### config.mk
export PLATFORM = sky130hd
export DESIGN_NAME = led_seq_ctrl_flat
export DESIGN_NICKNAME = d
export VERILOG_FILES = /design/src/rtl/led_seq_ctrl_if.sv /design/src/rtl/led_seq_ctrl.sv /design/src/flat_wrapper.sv
export SDC_FILE = /design/constraint.sdc
export NUM_CORES = 1
export LEC_CHECK = 0
export BUFFER_PORTS_ARGS = -buffer_cell sky130_fd_sc_hd__buf_2
export CORE_ASPECT_RATIO = 0.8
export CORE_MARGIN = 2
export CORE_UTILIZATION = 50
export DETAILED_ROUTE_END_ITERATION = 12
export MAX_ROUTING_LAYER = met4
export PLACE_DENSITY_LB_ADDON = 0.3
export SLEW_MARGIN = 20
export SYNTH_ARGS = -nofsm -noshare
export SYNTH_HDL_FRONTEND = slang
export SYNTH_SLANG_ARGS = --single-unit
export TNS_END_PERCENT = 1
### constraint.sdc
create_clock -name clk -period 2.24 [get_ports clk]
set_input_delay 0.336 -clock clk [delete_from_list [all_inputs] [get_ports clk]]
set_output_delay 0.336 -clock clk [all_outputs]
set_load 0.005 [all_outputs]
### src/rtl/led_seq_ctrl_if.sv
// Raw board buttons in, LED pattern and sequencer status out.
interface led_seq_ctrl_if;
  logic       btn_mode;
  logic       btn_speed;
  logic       btn_pause;
  logic [3:0] led;
  logic [1:0] mode;
  logic [1:0] speed;
  logic       paused;

  modport master (output btn_mode, btn_speed, btn_pause,
                  input  led, mode, speed, paused);
  modport slave  (input  btn_mode, btn_speed, btn_pause,
                  output led, mode, speed, paused);
endinterface

### src/rtl/led_seq_ctrl.sv
// Debounced three-button sequencer driving a 4-LED running light; press-to-output is DEBOUNCE_CYC+3 edges.
// Define LED_SEQ_PING_EN to include PING mode and its direction register.
module led_seq_ctrl #(
  parameter int unsigned DEBOUNCE_CYC = 1_000_000,
  parameter int unsigned TICK_BASE    = 50_000_000
) (
  input logic           clk,
  input logic           rst_n,
  led_seq_ctrl_if.slave bus
);
  localparam int DW = $clog2(DEBOUNCE_CYC);
  localparam logic [DW-1:0] DB_LAST = DW'(DEBOUNCE_CYC - 1);

  typedef enum logic [1:0] {
    ROTL  = 2'b00,
    ROTR  = 2'b01,
    PING  = 2'b10,
    BLINK = 2'b11
  } mode_e;

  logic [2:0]    raw;
  logic [2:0]    sync1;
  logic [2:0]    sync2;
  logic [2:0]    deb;
  logic [2:0]    press;
  logic [DW-1:0] db_cnt [3];

  assign raw = {bus.btn_pause, bus.btn_speed, bus.btn_mode};

  // press[i] is registered alongside the debounced flip so it lasts exactly one cycle.
  always_ff @(posedge clk) begin
    if (!rst_n) begin
      sync1 <= '0;
      sync2 <= '0;
      deb   <= '0;
      press <= '0;
      for (int i = 0; i < 3; i++) db_cnt[i] <= '0;
    end else begin
      sync1 <= raw;
      sync2 <= sync1;
      for (int i = 0; i < 3; i++) begin
        press[i] <= 1'b0;
        if (sync2[i] == deb[i]) begin
          db_cnt[i] <= '0;
        end else if (db_cnt[i] == DB_LAST) begin
          db_cnt[i] <= '0;
          deb[i]    <= sync2[i];
          press[i]  <= sync2[i];
        end else begin
          db_cnt[i] <= db_cnt[i] + DW'(1);
        end
      end
    end
  end

  logic        mode_press;
  logic        speed_press;
  logic        pause_press;
  assign mode_press  = press[0];
  assign speed_press = press[1];
  assign pause_press = press[2];

  logic [3:0]  led_q, led_n;
  mode_e       mode_q, mode_n;
  logic [1:0]  speed_q, speed_n;
  logic        paused_q, paused_n;
  logic [31:0] cnt_q, cnt_n;
  logic [31:0] period;
  logic        tick;
`ifdef LED_SEQ_PING_EN
  logic        dir_right_q, dir_right_n;
`endif

  assign period = TICK_BASE << (2'd3 - speed_q);
  assign tick   = !paused_q && (cnt_q == period - 32'd1);

  function automatic mode_e next_mode(input mode_e m);
    case (m)
      ROTL:    next_mode = ROTR;
`ifdef LED_SEQ_PING_EN
      ROTR:    next_mode = PING;
      PING:    next_mode = BLINK;
`else
      ROTR:    next_mode = BLINK;
`endif
      default: next_mode = ROTL;
    endcase
  endfunction

  always_comb begin
    led_n    = led_q;
    mode_n   = mode_q;
    speed_n  = speed_q;
    paused_n = paused_q;
    cnt_n    = cnt_q;
`ifdef LED_SEQ_PING_EN
    dir_right_n = dir_right_q;
`endif

    if (pause_press) paused_n = !paused_q;
    if (speed_press) speed_n = speed_q + 2'd1;

    if (mode_press || speed_press) cnt_n = '0;
    else if (tick)                 cnt_n = '0;
    else if (!paused_q)            cnt_n = cnt_q + 32'd1;

    // A mode load swallows a coincident tick.
    if (mode_press) begin
      mode_n = next_mode(mode_q);
      led_n  = (mode_n == BLINK) ? 4'b0101 : 4'b0001;
`ifdef LED_SEQ_PING_EN
      dir_right_n = 1'b0;
`endif
    end else if (tick) begin
      case (mode_q)
        ROTL: led_n = {led_q[2:0], led_q[3]};
        ROTR: led_n = {led_q[0], led_q[3:1]};
`ifdef LED_SEQ_PING_EN
        PING: begin
          if (!dir_right_q) begin
            if (led_q == 4'b1000) begin
              dir_right_n = 1'b1;
              led_n       = 4'b0100;
            end else begin
              led_n = {led_q[2:0], 1'b0};
            end
          end else begin
            if (led_q == 4'b0001) begin
              dir_right_n = 1'b0;
              led_n       = 4'b0010;
            end else begin
              led_n = {1'b0, led_q[3:1]};
            end
          end
        end
`endif
        default: led_n = ~led_q;
      endcase
    end
  end

  always_ff @(posedge clk) begin
    if (!rst_n) begin
      led_q    <= 4'b0001;
      mode_q   <= ROTL;
      speed_q  <= 2'b01;
      paused_q <= 1'b0;
      cnt_q    <= '0;
`ifdef LED_SEQ_PING_EN
      dir_right_q <= 1'b0;
`endif
    end else begin
      led_q    <= led_n;
      mode_q   <= mode_n;
      speed_q  <= speed_n;
      paused_q <= paused_n;
      cnt_q    <= cnt_n;
`ifdef LED_SEQ_PING_EN
      dir_right_q <= dir_right_n;
`endif
    end
  end

  assign bus.led    = led_q;
  assign bus.mode   = mode_q;
  assign bus.speed  = speed_q;
  assign bus.paused = paused_q;
endmodule

### src/flat_wrapper.sv
// flat-port wrapper written by rule: the top's interface ports become plain ports
module led_seq_ctrl_flat 
#(
  parameter int unsigned DEBOUNCE_CYC = 1_000_000,
  parameter int unsigned TICK_BASE    = 50_000_000
)
  (clk, rst_n, bus_btn_mode, bus_btn_speed, bus_btn_pause, bus_led, bus_mode, bus_speed, bus_paused);
  led_seq_ctrl_if bus_i ();
  input logic clk;
  input logic rst_n;
  input wire logic [$bits(bus_i.btn_mode)-1:0] bus_btn_mode;
  input wire logic [$bits(bus_i.btn_speed)-1:0] bus_btn_speed;
  input wire logic [$bits(bus_i.btn_pause)-1:0] bus_btn_pause;
  output wire logic [$bits(bus_i.led)-1:0] bus_led;
  output wire logic [$bits(bus_i.mode)-1:0] bus_mode;
  output wire logic [$bits(bus_i.speed)-1:0] bus_speed;
  output wire logic [$bits(bus_i.paused)-1:0] bus_paused;
  assign bus_i.btn_mode = bus_btn_mode;
  assign bus_i.btn_speed = bus_btn_speed;
  assign bus_i.btn_pause = bus_btn_pause;
  assign bus_led = bus_i.led;
  assign bus_mode = bus_i.mode;
  assign bus_speed = bus_i.speed;
  assign bus_paused = bus_i.paused;
  led_seq_ctrl #(.DEBOUNCE_CYC(DEBOUNCE_CYC), .TICK_BASE(TICK_BASE)) u_core (.clk(clk), .rst_n(rst_n), .bus(bus_i));
endmodule
## Word level (Yosys, flattened, before mapping)

Memory sizes are Yosys's and may differ from the RTL's.
Index checks and enable logic that the tools add are counted.

- Add/subtract/negate cells: 7
- $mul: 0
- Divide/modulo/power cells: 0
- Order comparisons: 0
- Eq/ne operators: 9
- Shift operators: 1
- Mux-type cells: 49
- Bitwise logic cells: 17
- Reductions and logical operators: 12

Operator list:

| kind | count |
|---|---|
| 20-bit two-way mux | 9 |
| 20-bit by 1-bit adder with 20-bit output (second input constant) | 3 |
| 20-bit == test (second input constant) | 3 |
| 1-bit two-way mux | 34 |
| 32-bit by 1-bit adder with 32-bit output (second input constant) | 1 |
| 32-bit == test | 1 |
| 26-bit by 2-bit left shift with 32-bit output (first input constant) | 1 |
| 32-bit by 1-bit subtractor with 32-bit output (second input constant) | 1 |
| 3-bit OR reduction | 4 |
| 1-bit bitwise OR | 9 |
| 4-bit two-way mux | 2 |
| 4-bit case mux with 2 select lines | 1 |
| 1-bit inverter | 7 |
| 2-bit AND reduction | 3 |
| 4-bit inverter | 1 |
| 2-bit case mux with 2 select lines | 1 |
| 1-bit == test | 3 |
| 3-bit two-way mux | 1 |
| 2-bit by 1-bit adder with 2-bit output (second input constant) | 1 |
| 2-bit by 1-bit == test with 1-bit output (second input constant) | 1 |
| 2-bit == test (second input constant) | 1 |
| 2-bit zero test | 1 |
| 2-bit two-way mux | 1 |
| 2-bit nonzero test | 1 |
| other kinds (4) | 4 |

- Flip-flop bits (word level): 53
- Latch bits: 0
- RAM bits: 60
- Memory bits (read-only): 0
- Input bits: 5
- Output and inout bits: 9
- Word-level logic and storage cells: 109
- Memories: 1

Memories:

| name | words | width | rd ports | clocked after Yosys merged registers in | wr ports | RTL line | RTL |
|---|---|---|---|---|---|---|---|
| u_core.db_cnt | 3 | 20 | 3 | 0 | 3 | led_seq_ctrl.sv:26 | `logic [DW-1:0] db_cnt [3];` |

## Depth between registers and ports, before layout

An unclocked memory read counts as a cell.

- Word-level depth: 8
- Depth in mapped cells: 10
- Gate-level depth less buffers: 9

## Least setup slack after synthesis

No wires, ideal clock.

- Kind: register to register
- Start: register u_core.speed_q[0], in the netlist u_core.bus.speed[0]
- End: register u_core.cnt_q[10]
- Library setup time: 0.117 ns
- Arrival: 2.214 ns
- Required time: 2.123 ns
- Slack: -0.091 ns
- Stages on the path, launching flop included: 9
- Path buffers: 1
- Period minus slack after synthesis: 2.331 ns
- Cell sequence: dfxtp_1 > inv_1 > ha_1 > or3b_2 > a222oi_1 > nand4b_1 > o21ai_1 > buf_2 > nor2_1

- Cells in the longest elaborated chain, start to end: 6

Ends and longest elaborated chain:

| element | RTL line | RTL |
|---|---|---|
| start, declared | led_seq_ctrl.sv:65 | `logic [1:0] speed_q, speed_n;` |
| start signal, assigned | led_seq_ctrl.sv:155 | `speed_q <= speed_n;` |
| 2-bit subtractor | led_seq_ctrl.sv:74 | `assign period = TICK_BASE << (2'd3 - speed_q);` |
| 26-bit by 2-bit left shift with 32-bit output | led_seq_ctrl.sv:74 |  |
| via u_core.period[18] | led_seq_ctrl.sv:68 | `logic [31:0] period;` |
| 32-bit by 1-bit subtractor with 32-bit output | led_seq_ctrl.sv:75 | `assign tick = !paused_q && (cnt_q == period - 32'd1);` |
| 32-bit == test | led_seq_ctrl.sv:75 |  |
| 1-bit logical AND | led_seq_ctrl.sv:75 |  |
| 3-bit OR reduction (no source line) | n/a |  |
| end signal, assigned | led_seq_ctrl.sv:157 | `cnt_q <= cnt_n;` |
| end, declared | led_seq_ctrl.sv:67 | `logic [31:0] cnt_q, cnt_n;` |

The timed path passes the listed nets, and every way through them passes these cells.
A chain may end at the register's enable or synchronous reset.

## Worst setup path in the final report

- Start: register u_core.speed_q[0], in the netlist u_core.bus.speed[0]
- End: register u_core.led_q[3], in the netlist u_core.bus.led[3]

- Cells in the longest elaborated chain, start to end: 6

Ends and longest elaborated chain:

| element | RTL line | RTL |
|---|---|---|
| 2-bit subtractor | led_seq_ctrl.sv:74 |  |
| 26-bit by 2-bit left shift with 32-bit output | led_seq_ctrl.sv:74 |  |
| via u_core.period[18] | led_seq_ctrl.sv:68 |  |
| 32-bit by 1-bit subtractor with 32-bit output | led_seq_ctrl.sv:75 |  |
| 32-bit == test | led_seq_ctrl.sv:75 |  |
| 1-bit logical AND | led_seq_ctrl.sv:75 |  |
| 2-bit nonzero test (no source line) | n/a |  |
| end signal, assigned | led_seq_ctrl.sv:153 | `led_q <= led_n;` |
| end, declared | led_seq_ctrl.sv:63 | `logic [3:0] led_q, led_n;` |

The timed path passes the listed nets, and every way through them passes these cells.

==> flow_summary.toml <==
[die]
coreArea_um2 = 11430
die_w_um = 124.5
die_area_um2 = 12500
die_h_um = 100.4
initial_core_util = 0.5080
pin_count = 14
rows = 35

[route]
post_drt_wl_per_cell_um = 12.65
drc_errors = 0
firstDrtPassIters = 4
routed_via_density = 5.055
first_iter_violations = 243
vias = 4317
ant_nets = 0
wl_um = 10800

[logic_synthesis]
synth_cell_types = 49
ys_seq_area_frac = 0.4930
syn_area_um2 = 5807
async_flop_share = 0
synth_warnings = 0
synth_top_flop_cell = "edfxtp_1"
synth_seq_cells = 113
synth_cells = 596
synth_edf_count = 60
synth_area_per_cell_um2 = 9.743

[clocking]
clock_sinks = 113
cts_tree = "done"
htreeDepth = 4
cts_setup_buffers = 0
cts_buffers = 17
cts-root-buf = "clkbuf_16"
hold_buffers = 0
clk_pin_slew_ps = 50
cts.path.max_buffers = 2
clk_latency_ps = 410

[power_and_ir_drop]
leakage_nw = 2.587
switching_share = 0.2034
pwr_density_cell_nw_per_um2 = 736.9
vdd_drop_max_uv = 580.2
power.switching_mw = 1.065
pwr-share-comb = 0.027
internal_power_mw = 4.171
power_frac_seq = 0.438
power.share.clock = 0.535

[setup_path]
regToRegSetupSlack_ps = 20
cp.arrival_ps = 2580
cp.depth = 8
crit_path_cell_trace = "inv_2, ha_2, or3b_4, a222oi_1, nand4b_1, buf_6, a2111oi_1, o21ba_2"
crit_type = "reg2reg"
cp_slowest_cell = "or3b_4"
slowest_delay_ps = 370
critPathMaxFanout = 8
crit_required_ps = 2600
cp-end-kind = "flip-flop"
reg2reg_depth = 8
setup.worst_path.start_class = "flip-flop"
critPathTopFamily = "compound AO/OA/AOI/OAI gates"
cp.buffers_inverters = 2

[grt]
overflow = 0
track_usage = 0.1915
gr-usage-met3 = 0.04051
grtUsageMet1 = 0.2424
grt_pass1_vias = 4100
grt_antenna_before_repair = 0
grt_pass1_wl_um = 18720
grt_use_met2 = 0.2976
grt_max_degree = 33
globalRoute.busiestLayer = "met2"

[run]
maxCapViolations = 0

[sta]
hold_viol_final = 0
slew_viol_final = 0
fin_worst_skew_ps = 6.109
layout_min_cycle_time_ps = 2224
rsz0062_at_grt = "true"
timing.setup.tns_ps = 0
fmax_mhz = 449.6
finalCritPeriodShare = 0.9929
setup_viol = 0
hold_slack_ps = 134.6

[place]
io_buffers = 13
placedCellCount = 822
detailed_place_hpwl_um = 7657
place_congestion = 0.8875

[final_layout]
area_growth_syn_to_layout_pct = 22.37
stdcell_count = 854
layout-drive-gt1-share = 0.1289
fill_cells = 963
num-nets-final = 710
num_antenna_cells = 0
regArea_um2 = 2868
multi_input_area_um2 = 3015

[worst_hold_path]
hold_path.class = "in2reg"
whs_path_depth = 2

[status]
status = "finished clean"
==> Yosys cell counts (all sizes together), types with 9 or more instances <==
cell	count	area [um^2]
nor2	107	401.6
nor3	23	115.1
edfxtp	60	1802
and2	11	68.82
xor2	33	289.0
nand4	18	112.6
nor2b	9	56.30
clkbuf	15	57.55
buf	9	61.31
and3	10	62.56
xnor2	57	499.2
inv	22	82.58
dfxtp	53	1061
nor4	15	93.84
nand3	34	170.2
ha	12	150.1
nand2	33	123.9
==> final timing paths <==
path,endpoint,from
max reg2reg,u_core.bus.led[3]$_SDFFE_PN0P_,u_core.bus.speed[0]$_SDFFE_PN1P_
max,u_core.bus.led[3]$_SDFFE_PN0P_,u_core.bus.speed[0]$_SDFFE_PN1P_
min reg2reg,u_core.sync2[1]$_SDFF_PN0_,u_core.sync1[1]$_SDFF_PN0_
min,u_core.sync1[1]$_SDFF_PN0_,bus_btn_speed
==> cells by family (layout without fill, tap and decap cells) <==
family	after synthesis	in the layout	share of synthesized area
AO/OA/AOI/OAI	28	28	0.03275
XOR/XNOR	90	90	0.1357
adder cells (fa/ha/maj)	12	12	0.02586
buffers and inverters	46	97	0.03469
flip-flops	113	113	0.4930
multiplexers	8	8	0.01379
other	1	60	0.0006458
AND/OR/NAND/NOR	298	298	0.2635
==> registers in the layout (all words and copies together), names as in the netlist, 2 cells and up <==
signal,count
u_core.db_cnt,60
u_core.cnt_q,32
u_core.bus.led,4
u_core.deb,3
u_core.press,3
u_core.sync1,3
u_core.sync2,3
u_core.bus.mode,2
u_core.bus.speed,2
==> final cells by class <==
| class | count | share of cell area |
|---|---|---|
| Multi-Input combinational cell | 496 | 0.4244 |
| Sequential cell | 113 | 0.4036 |
| Clock buffer | 20 | 0.06286 |
| Timing Repair Buffer | 43 | 0.04842 |
| Tap cell | 148 | 0.02606 |
| Clock inverter | 12 | 0.02307 |
| Inverter | 22 | 0.01162 |
==> cell usage in the layout (no fill, tap or decap), types with 3 or more instances in the layout <==
cell / count
nor2_1: 107
edfxtp_1: 60
conb_1: 60
xnor2_1: 57
dfxtp_1: 51
nand2_1: 33
nand3_1: 33
xor2_1: 33
buf_4: 25
nor3_1: 22
inv_1: 21
nand4_1: 18
clkbuf_16: 17
nor4_1: 15
buf_2: 13
and2_1: 11
and3_1: 10
ha_1: 10
nor2b_1: 9
mux2i_1: 8
and4_1: 6
or3_1: 6
o21ai_0: 6
nand3b_1: 5
a21oi_1: 5
clkinv_2: 4
bufinv_16: 4
buf_12: 4
and4b_1: 3
==> power by group through the flow <==
stage | Clock (mW) | Combinational (mW) | Sequential [mW]
after global placement | 0 | 0.135 | 2.33
after floorplan | 0 | 0.108 | 2.32
after CTS | 2.84 | 0.139 | 2.29
after detailed placement | 0 | 0.137 | 2.34
final | 2.80 | 0.140 | 2.29
after global routing | 2.92 | 0.162 | 2.30
==> stage by stage <==
| stage | power [mW] | setup WS [ps] | instance area, um^2 | util |
|---|---|---|---|---|
| after global placement | 2.467 | 68.17 | 6441 | 0.5635 |
| after floorplan | 2.430 | 16.01 | 6035 | - |
| after global routing | 5.382 | -107.6 | 7106 | 0.6217 |
| final | 5.236 | 15.83 | 7106 | 0.6217 |
| after detailed placement | 2.474 | -60.82 | 6441 | 0.5635 |
| after CTS | 5.275 | -10.47 | 7061 | 0.6177 |
==> routing by layer <==
metal  share of wire  wire [um]  vias up
met5               0          0        -
met4           0.019        207        0
met3           0.031        331       20
met2            0.46       4960       61
met1            0.49       5301     2028
li1                -          -     2208
==> what timing repair did <==
action,in CTS,in global routing
resized for setup,4,11
pin swaps,1,3
setup endpoints to repair,31,36
Power figures use the tool's default switching activity.
